### config.mk
export PLATFORM = sky130hd
export DESIGN_NAME = keypad_scanner
export DESIGN_NICKNAME = d
export VERILOG_FILES = /design/src/rtl/keypad_scanner.sv
export SDC_FILE = /design/constraint.sdc
export NUM_CORES = 1
export LEC_CHECK = 0
export ABC_CLOCK_PERIOD_IN_PS = 5730
export CAP_MARGIN = 40
export CORE_MARGIN = 2
export CORE_UTILIZATION = 45
export DETAILED_ROUTE_END_ITERATION = 10
export HOLD_SLACK_MARGIN = 0.06
export PLACE_DENSITY = 0.69
export SLEW_MARGIN = 20
export SYNTH_ARGS = -nofsm -noshare
export SYNTH_HDL_FRONTEND = slang
export SYNTH_SLANG_ARGS = --single-unit
### constraint.sdc
create_clock -name cclk -period 5.73 [get_ports cclk]
set_clock_uncertainty 0.2 [all_clocks]
set_input_delay 0.8595 -clock cclk [delete_from_list [all_inputs] [get_ports cclk]]
set_output_delay 0.8595 -clock cclk [all_outputs]
set_load 0.05 [all_outputs]
### src/rtl/keypad_scanner.sv
// keypad_scanner: matrix keypad scanner with per-frame debounce.
// Drives the columns with a rotating one-cold pattern, samples the rows in the
// last dwell cycle of each column, classifies every frame as NONE / ONE(code) /
// MULTI, and emits press/release events once a result has been stable for
// DEBOUNCE consecutive frames.
// Ports:
//   cclk        clock, rising edge
//   rst         synchronous active-high reset
//   kypd_row    row lines (active-low, externally pulled up)
//   kypd_col    column drive, active-low, at most one bit low
//   key_code    code of the last accepted key (held after release)
//   key_valid   one-cycle pulse on a newly accepted key
//   key_release one-cycle pulse when the held key is accepted as released
//   key_held    high while an accepted key is down
module keypad_scanner #(
  parameter int unsigned N_ROWS   = 4,
  parameter int unsigned N_COLS   = 4,
  parameter int unsigned SCAN_DIV = 1000,
  parameter int unsigned DEBOUNCE = 4,
  parameter int unsigned HEX_MAP  = 1,
  parameter int unsigned CODE_W   = (N_ROWS * N_COLS > 1) ? $clog2(N_ROWS * N_COLS) : 1
) (
  input  logic              cclk,
  input  logic              rst,
  input  logic [N_ROWS-1:0] kypd_row,
  output logic [N_COLS-1:0] kypd_col,
  output logic [CODE_W-1:0] key_code,
  output logic              key_valid,
  output logic              key_release,
  output logic              key_held
);

  localparam int unsigned ROW_W = (N_ROWS > 1) ? $clog2(N_ROWS) : 1;
  localparam int unsigned COL_W = (N_COLS > 1) ? $clog2(N_COLS) : 1;
  localparam int unsigned DIV_W = $clog2(SCAN_DIV);
  localparam int unsigned CNT_W = $clog2(DEBOUNCE + 1);
  // Legacy front-panel layout, nibble index = row*4 + col.
  localparam logic [63:0] HEX_LUT = 64'hDEF0_C987_B654_A321;

  typedef enum logic {ST_SCAN, ST_EVAL} state_t;
  typedef enum logic [1:0] {RES_NONE, RES_ONE, RES_MULTI} res_t;

  state_t              state_q, state_d;
  logic                run_q, run_d;
  logic [COL_W-1:0]    col_q, col_d;
  logic [DIV_W-1:0]    dwell_q, dwell_d;
  logic                acc_any_q, acc_any_d;
  logic                acc_multi_q, acc_multi_d;
  logic [ROW_W-1:0]    acc_row_q, acc_row_d;
  logic [COL_W-1:0]    acc_col_q, acc_col_d;
  res_t                prev_res_q, prev_res_d;
  logic [CODE_W-1:0]   prev_code_q, prev_code_d;
  logic [CNT_W-1:0]    cnt_q, cnt_d;
  logic [N_COLS-1:0]   kypd_col_d;
  logic [CODE_W-1:0]   key_code_d;
  logic                key_valid_d, key_release_d, key_held_d;

  logic                row_any, row_multi;
  logic [ROW_W-1:0]    row_idx;
  res_t                frame_res;
  logic [CODE_W-1:0]   frame_code;
  logic                same;

  // Translate a (row, col) hit into the reported key code.
  function automatic logic [CODE_W-1:0] map_code(input logic [ROW_W-1:0] r,
                                                 input logic [COL_W-1:0] c);
    logic [63:0] lut;
    if (HEX_MAP != 0) begin
      lut = HEX_LUT >> (32'(r) * 32'd16 + 32'(c) * 32'd4);
      return CODE_W'(lut[3:0]);
    end
    return CODE_W'(32'(r) * N_COLS + 32'(c));
  endfunction

  // Classify the current row sample: any row low, more than one low, which row.
  always_comb begin
    row_any   = 1'b0;
    row_multi = 1'b0;
    row_idx   = '0;
    for (int i = 0; i < int'(N_ROWS); i++) begin
      if (!kypd_row[i]) begin
        if (row_any) row_multi = 1'b1;
        row_any = 1'b1;
        row_idx = ROW_W'(i);
      end
    end
  end

  // Next-state, frame accumulation, debounce and event generation.
  always_comb begin
    state_d       = state_q;
    run_d         = 1'b1;
    col_d         = col_q;
    dwell_d       = dwell_q;
    acc_any_d     = acc_any_q;
    acc_multi_d   = acc_multi_q;
    acc_row_d     = acc_row_q;
    acc_col_d     = acc_col_q;
    prev_res_d    = prev_res_q;
    prev_code_d   = prev_code_q;
    cnt_d         = cnt_q;
    key_code_d    = key_code;
    key_valid_d   = 1'b0;
    key_release_d = 1'b0;
    key_held_d    = key_held;
    frame_res     = RES_NONE;
    frame_code    = '0;
    same          = 1'b0;

    case (state_q)
      ST_SCAN: begin
        // The first cycle out of reset is idle so column 0 gets a full dwell.
        if (run_q) begin
          if (dwell_q == DIV_W'(SCAN_DIV - 1)) begin
            dwell_d = '0;
            // A second low row, or a hit in a second column, makes the frame MULTI.
            if (row_multi || (row_any && acc_any_q)) acc_multi_d = 1'b1;
            if (row_any && !acc_any_q) begin
              acc_any_d = 1'b1;
              acc_row_d = row_idx;
              acc_col_d = col_q;
            end
            if (col_q == COL_W'(N_COLS - 1)) begin
              col_d   = '0;
              state_d = ST_EVAL;
            end else begin
              col_d = col_q + COL_W'(1);
            end
          end else begin
            dwell_d = dwell_q + DIV_W'(1);
          end
        end
      end

      ST_EVAL: begin
        frame_res  = acc_multi_q ? RES_MULTI : (acc_any_q ? RES_ONE : RES_NONE);
        frame_code = map_code(acc_row_q, acc_col_q);
        same       = (frame_res == prev_res_q) &&
                     ((frame_res != RES_ONE) || (frame_code == prev_code_q));
        if (same) begin
          if (cnt_q != CNT_W'(DEBOUNCE)) cnt_d = cnt_q + CNT_W'(1);
        end else begin
          cnt_d       = CNT_W'(1);
          prev_res_d  = frame_res;
          prev_code_d = frame_code;
        end
        // Act only on the frame that first reaches the stability threshold.
        if ((cnt_d == CNT_W'(DEBOUNCE)) && !(same && (cnt_q == CNT_W'(DEBOUNCE)))) begin
          if ((frame_res == RES_ONE) && (!key_held || (key_code != frame_code))) begin
            key_valid_d = 1'b1;
            key_code_d  = frame_code;
            key_held_d  = 1'b1;
          end else if ((frame_res == RES_NONE) && key_held) begin
            key_release_d = 1'b1;
            key_held_d    = 1'b0;
          end
        end
        acc_any_d   = 1'b0;
        acc_multi_d = 1'b0;
        acc_row_d   = '0;
        acc_col_d   = '0;
        col_d       = '0;
        dwell_d     = '0;
        state_d     = ST_SCAN;
      end

      default: state_d = ST_SCAN;
    endcase

    kypd_col_d = (state_d == ST_SCAN) ? ~(N_COLS'(1) << col_d) : '1;
  end

  // State and output registers.
  always_ff @(posedge cclk) begin
    if (rst) begin
      state_q     <= ST_SCAN;
      run_q       <= 1'b0;
      col_q       <= '0;
      dwell_q     <= '0;
      acc_any_q   <= 1'b0;
      acc_multi_q <= 1'b0;
      acc_row_q   <= '0;
      acc_col_q   <= '0;
      prev_res_q  <= RES_NONE;
      prev_code_q <= '0;
      cnt_q       <= '0;
      kypd_col    <= '1;
      key_code    <= '0;
      key_valid   <= 1'b0;
      key_release <= 1'b0;
      key_held    <= 1'b0;
    end else begin
      state_q     <= state_d;
      run_q       <= run_d;
      col_q       <= col_d;
      dwell_q     <= dwell_d;
      acc_any_q   <= acc_any_d;
      acc_multi_q <= acc_multi_d;
      acc_row_q   <= acc_row_d;
      acc_col_q   <= acc_col_d;
      prev_res_q  <= prev_res_d;
      prev_code_q <= prev_code_d;
      cnt_q       <= cnt_d;
      kypd_col    <= kypd_col_d;
      key_code    <= key_code_d;
      key_valid   <= key_valid_d;
      key_release <= key_release_d;
      key_held    <= key_held_d;
    end
  end

endmodule

==> qor.txt <==
DP Wirelength = 3280 um
relative slew slack = 59.2%
DR WL/cell = 13.8 um
syn_area_per_cell = 8.55 um2
outcome = finished clean
Post-Route WL = 4410 um
H-tree depth = 2
Synth Area in XOR/XNOR = 6.16%
Crit path max-delay family = multiplexers
Tcrit/Tclk final = 48.9%
CTS max path bufs = 2
drt pass-1 iters = 4
Slew Viols, Final = 0
hold_sp = dwell_q[1]
CP Data Arrival Time = 2820 ps
CTS tree = done
unrepaired setup endpoints after global routing = no
Layout Utilization = 52.6%
grt ovf = 0
Pwr Density = 221 nW/um2
Worst Path Required = 5740 ps
total core area = 4660 um2
largest family of logic cells by synthesized area = simple AND/OR/NAND/NOR gates
syn nets = 267
CTS clk-pin slew, worst paths = 80 ps
Seq cells post-synth = 40
static leakage = 0.846 nW
final setup fails = 0
layout cell share with drive strength beyond 1 = 7.89%
placed cell areas = 2330 um2
# nets final = 280
Async S/R FF share, synth = 0%
Die ar. = 5360 um2
root buf cell = clkbuf_8
cell chain of the critical path = inv_1 > ha_1 > mux4_2 > xnor2_4 > a41oi_4 > or3_4 > nor3_1
fin area = 2450 um2
Initial Util = 46.2%
post-cts sizing count = 0
worst hold-check path type = reg -> reg
Peak VDD IR = 0.204 mV
measured slew at the worst slew-check pin = 612 ps
antenna violations before repair = 0
Synth Warn # = 0
chip width = 73.2 um
Crit Path Class = reg -> reg
setup bufs post-CTS = 0
fin crit period = 2800 ps
port bufs = 16
max-cap violations = 0
number of global-route vias before repair = 1784
Die H = 73.2 um
Hold Vio Cnt, Final = 0
Total GRT Usage = 18.5%
via density per instance = 5.79
Critical Path Start = acc_col_q[1]
via count = 1854
TritonCTS buffer count = 5
commonest register cell after synthesis = dfxtp_1
Final ANT Viol Nets = 0
worst skew pair latency = 290 ps
EDFF count, synth = 0
Cells after Synth = 252
multiplexer share of the synthesized area = 3.89%
Netlist Area Pre-Place = 2150 um2
Antenna Cells = 0
DR iter-0 viols = 82
maximum fanout along the worst path = 10
CP Capture Type = flip-flop
post-synth cell types = 53
fillers = 434
Synth Area in Compound Gates = 15.5%
Buf+Inv Stages, Crit Path = 1
Num Clock Sinks = 40
Syn-to-layout area delta = 13.9%
CP max stage cell = mux4_2
largest net degree at the start of global routing = 21
worst hold slack = 295 ps
kind of start point of the critical path = flip-flop
global-route wire length before repair = 7920 um
register area share after synthesis = 37.2%
Hold Buf Count CTS = 0
RePlAce Congestion = 0.820
total power = 0.541 mW
Boundary Pins = 17
setup TNS = 0 ps
Max Fclk = 357 MHz
row cnt = 25
CP max stage delay = 590 ps
reg2reg start = acc_col_q[1]
post-synthesis adder-cell area fraction = 5.69%
drt drc = 0
Simple-Gate Fraction of Synth Area = 27.2%
==> through the flow <==
step	worst slack, ps	cells
floorplan	3220	252
global placement	2880	312
CTS	2910	320
finish	2930	320
global route	2720	320
detailed placement	2850	312
==> worst register-to-register path, cell delays in order, from the launching register on <==
cell and delay [ps]:
dfxtp_1 460, inv_1 100, ha_1 310, mux4_2 590
xnor2_4 270, a41oi_4 230, or3_4 410, nor3_1 170
==> cells in the final DEF (no fill, tap or decap), types with 3 or more instances in the layout <==
master	netlist	final
nand3_1	10	10
nor3_1	9	9
nor3b_1	3	3
xor2_1	5	5
nand2b_1	3	3
nor2b_1	6	6
dfxtp_1	40	40
nand2_1	21	21
o31ai_1	3	3
or2_2	3	3
nand4_1	7	7
o21ai_0	11	11
clkdlybuf4s50_1	0	16
or4_1	3	3
nor4_1	5	5
o2111ai_1	3	3
a21oi_1	16	16
ha_1	9	9
xnor2_1	7	7
nor2_1	30	30
inv_1	9	9
clkbuf_8	0	6
mux2i_1	5	5
==> sequential cells by signal, indices dropped and copies added, names as in the netlist <==
name         flops
dwell_q         10
key_code         4
kypd_col         4
prev_code_q      4
cnt_q            3
acc_col_q        2
acc_row_q        2
col_q            2
prev_res_q       2
acc_any_q        1
acc_multi_q      1
key_held         1
key_release      1
key_valid        1
run_q            1
state_q          1
==> metal layers <==
metal | track usage, % | vias up | share of wire (%)
met2 | 30.5 | 32 | 48
met3 | 3.87 | 8 | 3.1
met1 | 24.0 | 887 | 47
met5 | 0 | - | 0
met4 | 6.17 | 0 | 1.3
li1 | - | 927 | -
==> Yosys cell counts (6+ instances only) <==
cell      n  area, um2
nand3_1  10       50.1
nand4_1   7       43.8
a21oi_1  16       80.1
nand2_1  21       78.8
ha_1      9        113
o21ai_0  11       55.1
nor2_1   30        113
xnor2_1   7       61.3
nor2b_1   6       37.5
nor3_1    9       45.0
inv_1     9       33.8
dfxtp_1  40        801
==> cells by family (layout without fill, tap and decap cells) <==
kind of cell    Yosys count  count (layout)
simple gates            112             112
xor+xnor                 13              13
fa+ha+maj                10              10
mux                       7               7
flops                    40              40
buf+inv                  21              35
compound gates           49              49
==> power breakdown <==
part / switching [mW] / internal (mW)
clock network: 0.0994 / 0.142
registers: 0.00218 / 0.280
logic: 0.0100 / 0.00727
==> path summary, 6_finish.rpt <==
path | end | slack [ps] | depth (start not counted)
max | key_release | 2930 | 7
min | dwell_q[1] | 290 | 2
max reg2reg | key_release | 2930 | 7
min reg2reg | dwell_q[1] | 290 | 2
==> area by class of cell <==
class                   count  area [um2]  share of cell area [%]
clock buffers               6        82.6                    3.37
flip-flops and latches     40         801                    32.6
inverters                  11        43.8                    1.78
well taps                  54        67.6                    2.75
repair buffers             16         160                    6.53
clock inverters             2        38.8                    1.58
multi-input cells         191        1260                    51.4
Power figures use the tool's default switching activity.
==> variant 1 (config.mk and constraints unchanged) <==
The parameter `HEX_MAP` goes from 1 to 0.
--- a/src/rtl/keypad_scanner.sv
+++ b/src/rtl/keypad_scanner.sv
@@ -18,5 +18,5 @@
   parameter int unsigned SCAN_DIV = 1000,
   parameter int unsigned DEBOUNCE = 4,
-  parameter int unsigned HEX_MAP  = 1,
+  parameter int unsigned HEX_MAP  = 0,
   parameter int unsigned CODE_W   = (N_ROWS * N_COLS > 1) ? $clog2(N_ROWS * N_COLS) : 1
 ) (
Check against the original RTL: same outputs for any inputs over 10 cycles, from zero or initial values and one cycle with rst high; that may be too few to reach the edited logic, so the function may still have changed.
==> variant 1 against the original RTL <==
- power fell by 13%
- worst setup slack improved by 0.034 ns
- global-route usage fell by 2.3 points
- sequential cell count did not move
- sequential share of layout area rose by 5.4 points
- routed wire length fell by 28%
- cell area fell by 14%
- combinational power fell by 6%
- cell count fell by 17%
- area after synthesis fell by 15%
==> variant 1: results (changes against the original RTL) <==
Cells and area
  – Share of cells above drive strength 1: 7.87% (-0.024 points)
  – Filler cells: 362 (-17%)
  – Nets: 226 (-19%)
  – Max reg flops: 10 (unchanged)
  – N_diodes: 0 (unchanged)

Placement
  – Cell count after placement: 259 (-17%)
  – Final HPWL DP: 2310 microns (-30%)
  – Final GP Congestion: 0.804 (-2.0%)
  – DP Worst Slack: 2.67 ns (-0.178 ns)

Clock tree
  – TritonCTS Buffers: 5 (unchanged)
  – Clk_lat worst skew: 0.28 ns
  – CTS resizes: 0 (unchanged)
  – Post-CTS setup buffer count: 0 (unchanged)

Worst setup path
  – Crit path max fanout: 18 (+8)
  – CP max-delay cell: clkdlybuf4s50_1
  – CP peak stage delay: 0.91 ns (+0.32 ns)
  – Worst flop-to-flop path startpoint: cnt_q[0]$_SDFFE_PP0P_
  – Worst Reg-to-Reg Cells: 7 (unchanged)
  – Crit path DAT: 2.75 ns (-0.07 ns)
  – CP startpoint: rst
  – Kind of cell adding the most delay to the critical path: buffers and inverters

Yosys
  – Most frequent cells after synthesis: 40 x dfxtp_1, 23 x nor2_1, 15 x a21oi_1
  – Mapped Cells: 200 (-21%)
  – Mapped Nets: 210 (-21%)
  – Post-synthesis sequential area ratio: 43.5% (+6.3 points)
  – Top cells by area, synth: dfxtp_1 44%, xnor2_1 4.8%, nor2_1 4.7%
  – Post-synth cell types: 50 (-5.7%)

Global route
  – Vias in the first global route: 1226 (-31%)
  – First-pass GRT wire length: 5590 microns (-29%)
  – GRT Overall Usage: 16.2% (-2.3 points)
  – Largest net degree at the start of global routing: 19 (-9.5%)

Pwr
  – Pleak: 0.000785 uW (-7.2%)
  – Worst vdd ir: 115 uV (-44%)

Drt
  – Via count of the routed design: 1391 (-25%)
  – First-iteration detailed-routing DRC count: 74 (-9.8%)
  – Total Wirelength: 3190 microns (-28%)
  – DR vias/cell: 5.23 (-9.7%)

Timing
  – Final setup violation count: 0 (unchanged)
  – Slew HR: 54.0% (-5.2 points)

Worst hold path
  – HP Class: reg -> reg
  – Hold wc startpoint: prev_res_q[1]$_SDFFE_PP0P_
  – Hold path depth: 2 (unchanged)

Status
  – Run status: finished, final reports clean
## variant 1: report_power, final
group / switching, uW / total [uW] / internal (uW)
combinational: 9.31 / 16.2 / 6.92
sequential: 2.22 / 282 / 280
clock: 90.7 / 173 / 82.8
## variant 1: metal layers
layer  wire [microns]  global-route usage, %  up-vias
met4               27                   6.00        0
met2             1330                   23.3       31
met3              136                   4.93        2
li1                 -                      -      746
met5                0                      0        -
met1             1700                   22.6      612
## variant 1: stage by stage
step | utilization (%) | cell area [sq um] | hold slack (ns) | power [uW]
floorplan | - | 1840 | 0.254 | 298
global placement | 51.0 | 2030 | 0.275 | 304
detailed placement | 51.0 | 2030 | 0.282 | 304
CTS | 53.0 | 2100 | 0.291 | 476
global route | 53.0 | 2100 | 0.310 | 488
finish | 53.0 | 2100 | 0.290 | 472
## variant 1: logic make-up (layout without fill, tap and decap cells)
family	after synthesis	count (layout)	share of synthesized area, %
buf+inv	13	29	3.19
compound gates	40	40	15.1
mux	8	8	4.35
xor+xnor	14	14	6.66
fa+ha+maj	5	5	3.26
simple gates	80	80	23.9
flops	40	40	43.5
## variant 1: cell type report
class	instances	area share, %
clock inverters	1	0.238
inverters	6	1.07
flip-flops and latches	40	38.0
well taps	50	2.97
repair buffers	16	7.61
clock buffers	6	3.45
multi-input cells	147	46.6
## variant 1: worst paths after layout
| path | to | slack (ns) |
|---|---|---|
| worst max-delay path | dwell_q[2]$_SDFFE_PP0P_ | 2.96 |
| worst min-delay path | prev_res_q[1]$_SDFFE_PP0P_ | 0.29 |
| worst max register to register | key_held$_SDFFE_PP0P_ | 3.62 |
| worst min register to register | prev_res_q[1]$_SDFFE_PP0P_ | 0.29 |
==> variant 2 (same settings) <==
Made on the original files. Add an input register stage for `kypd_row`, without a reset; this delays it by one clock.
--- a/src/rtl/keypad_scanner.sv
+++ b/src/rtl/keypad_scanner.sv
@@ -41,4 +41,10 @@
   typedef enum logic [1:0] {RES_NONE, RES_ONE, RES_MULTI} res_t;
 
+  logic [N_ROWS-1:0] kypd_row_q;
+
+  always_ff @(posedge cclk) begin
+    kypd_row_q <= kypd_row;
+  end
+
   state_t              state_q, state_d;
   logic                run_q, run_d;
@@ -79,5 +85,5 @@
     row_idx   = '0;
     for (int i = 0; i < int'(N_ROWS); i++) begin
-      if (!kypd_row[i]) begin
+      if (!kypd_row_q[i]) begin
         if (row_any) row_multi = 1'b1;
         row_any = 1'b1;
Behaviour: no difference found for any inputs over 10 cycles, from zero or initial values and one cycle with rst high; that may be too few to reach the edited logic, so the function may still have changed.
==> variant 2 against the original RTL <==
- sequential cell count rose by 4
- worst setup slack improved by 0.068 ns
- routed wire length decreased by 11%
- worst hold slack got worse by 0.013 ns
- cell area down 1.1%
- power is 7.1% higher
- area after synthesis fell by 2.7%
- first-iteration DRC count decreased by 2.4%
==> variant 2: results (changes against the original RTL) <==
Worst setup path
  – Crit path DAT: 2.74 ns (-0.08 ns)
  – CP peak stage delay: 0.55 ns (-0.04 ns)
  – Crit path max fanout: 5 (-5)

Global route
  – Largest net degree at the start of global routing: 15 (-29%)
  – Vias in the first global route: 1454 (-18%)
  – First-pass GRT wire length: 6680 microns (-16%)
  – GRT Overall Usage: 16.5% (-2.0 points)

Yosys
  – Post-synth cell types: 51 (-3.8%)
  – Post-synthesis sequential area ratio: 42.0% (+4.9 points)
  – Most frequent cells after synthesis: 44 x dfxtp_1, 26 x nor2_1, 25 x nand2_1
  – Top cells by area, synth: dfxtp_1 42%, ha_1 5.4%, mux2i_1 5.3%
  – Mapped Nets: 237 (-11%)
  – Post-synthesis mux area share: 7.04% (+3.2 points)
  – XOR/XNOR share of the synthesized area: 5.73% (-0.42 points)
  – Synth Area in Compound Gates: 12.6% (-2.9 points)
  – Adder-cell share of the synthesized area: 5.37% (-0.32 points)

Cells and area
  – Filler cells: 409 (-5.8%)
  – Share of cells above drive strength 1: 10.7% (+2.8 points)
  – Nets: 256 (-8.6%)
  – Reg with most FFs: dwell_q

Drt
  – Total Wirelength: 3910 microns (-11%)
  – Drt first pass iters: 4 (unchanged)
  – Via count of the routed design: 1574 (-15%)
  – First-iteration detailed-routing DRC count: 80 (-2.4%)
  – M1 WL: 1940 microns (-7.1%)
  – Met3 WL: 150 microns (+10%)
  – Met2 WL post-DR: 1750 microns (-17%)

Placement
  – DP Worst Slack: 2.84 ns (-0.00910 ns)
  – Final HPWL DP: 2820 microns (-14%)
  – Final GP Congestion: 0.797 (-2.8%)
  – Placed Area: 2310 sq um (-1.1%)

Pwr
  – Pleak: 0.000941 uW (+11%)
  – Worst vdd ir: 112 uV (-45%)

Clock tree
  – Clock slew at reported path FFs: 0.09 ns
  – CTS max path bufs: 2 (unchanged)

Timing
  – Worst-Margin Slew: 0.496 ns (-0.116 ns)

Worst hold path
  – HP Class: reg -> reg

Status
  – Run status: finished, final reports clean
## variant 2: cell count changes after synthesis, sizes merged, moves of 5 or more
cell / change
nand3: -7
nand2: +5
mux2i: +6
buf: -5
## variant 2: area by class of cell
cell class	count	area, sq um	share of cell area (%)
flip-flops and latches	44	881	36.3
multi-input cells	164	1160	47.9
inverters	10	37.5	1.55
well taps	52	65.1	2.68
repair buffers	16	160	6.60
clock buffers	6	82.6	3.40
clock inverters	2	38.8	1.60
## variant 2: through the flow
stage / instances / total power, uW
final: 294 / 579
after global routing: 294 / 603
after CTS: 294 / 590
after detailed placement: 286 / 336
after global placement: 286 / 335
after floorplan: 222 / 329
## variant 2: cells by family after synthesis
kind of cell,count (synthesis)
compound gates,38
xor+xnor,12
fa+ha+maj,9
buf+inv,14
flops,44
mux,13
simple gates,92
## variant 2: worst register-to-register path: cells and delay by family (launching register included)
| family | cells | cell delay [ns] |
|---|---|---|
| fa+ha+maj | 1 | 0.33 |
| xor+xnor | 1 | 0.29 |
| buf+inv | 1 | 0.10 |
| simple gates | 2 | 0.44 |
| flops | 1 | 0.40 |
| mux | 2 | 0.88 |
## variant 2: layer usage
layer	vias up	track usage, %
met3	6	4.44
met5	-	0
li1	824	-
met1	718	22.4
met2	26	25.0
met4	0	6.29
## variant 2: where the power goes
| group | switching, uW | internal, uW |
|---|---|---|
| Clock | 109 | 143 |
| Sequential | 2.86 | 309 |
| Combinational | 9.76 | 6.72 |
## variant 2: final timing paths
kind	slack, ns	start	endpoint
hold / removal	0.28	prev_code_q[0]$_SDFFE_PP0P_	prev_code_q[0]$_SDFFE_PP0P_
setup reg to reg	2.99	acc_col_q[0]$_SDFFE_PP0P_	prev_code_q[2]$_SDFFE_PP0P_
setup / recovery	2.99	acc_col_q[0]$_SDFFE_PP0P_	prev_code_q[2]$_SDFFE_PP0P_
hold reg to reg	0.28	prev_code_q[0]$_SDFFE_PP0P_	prev_code_q[0]$_SDFFE_PP0P_
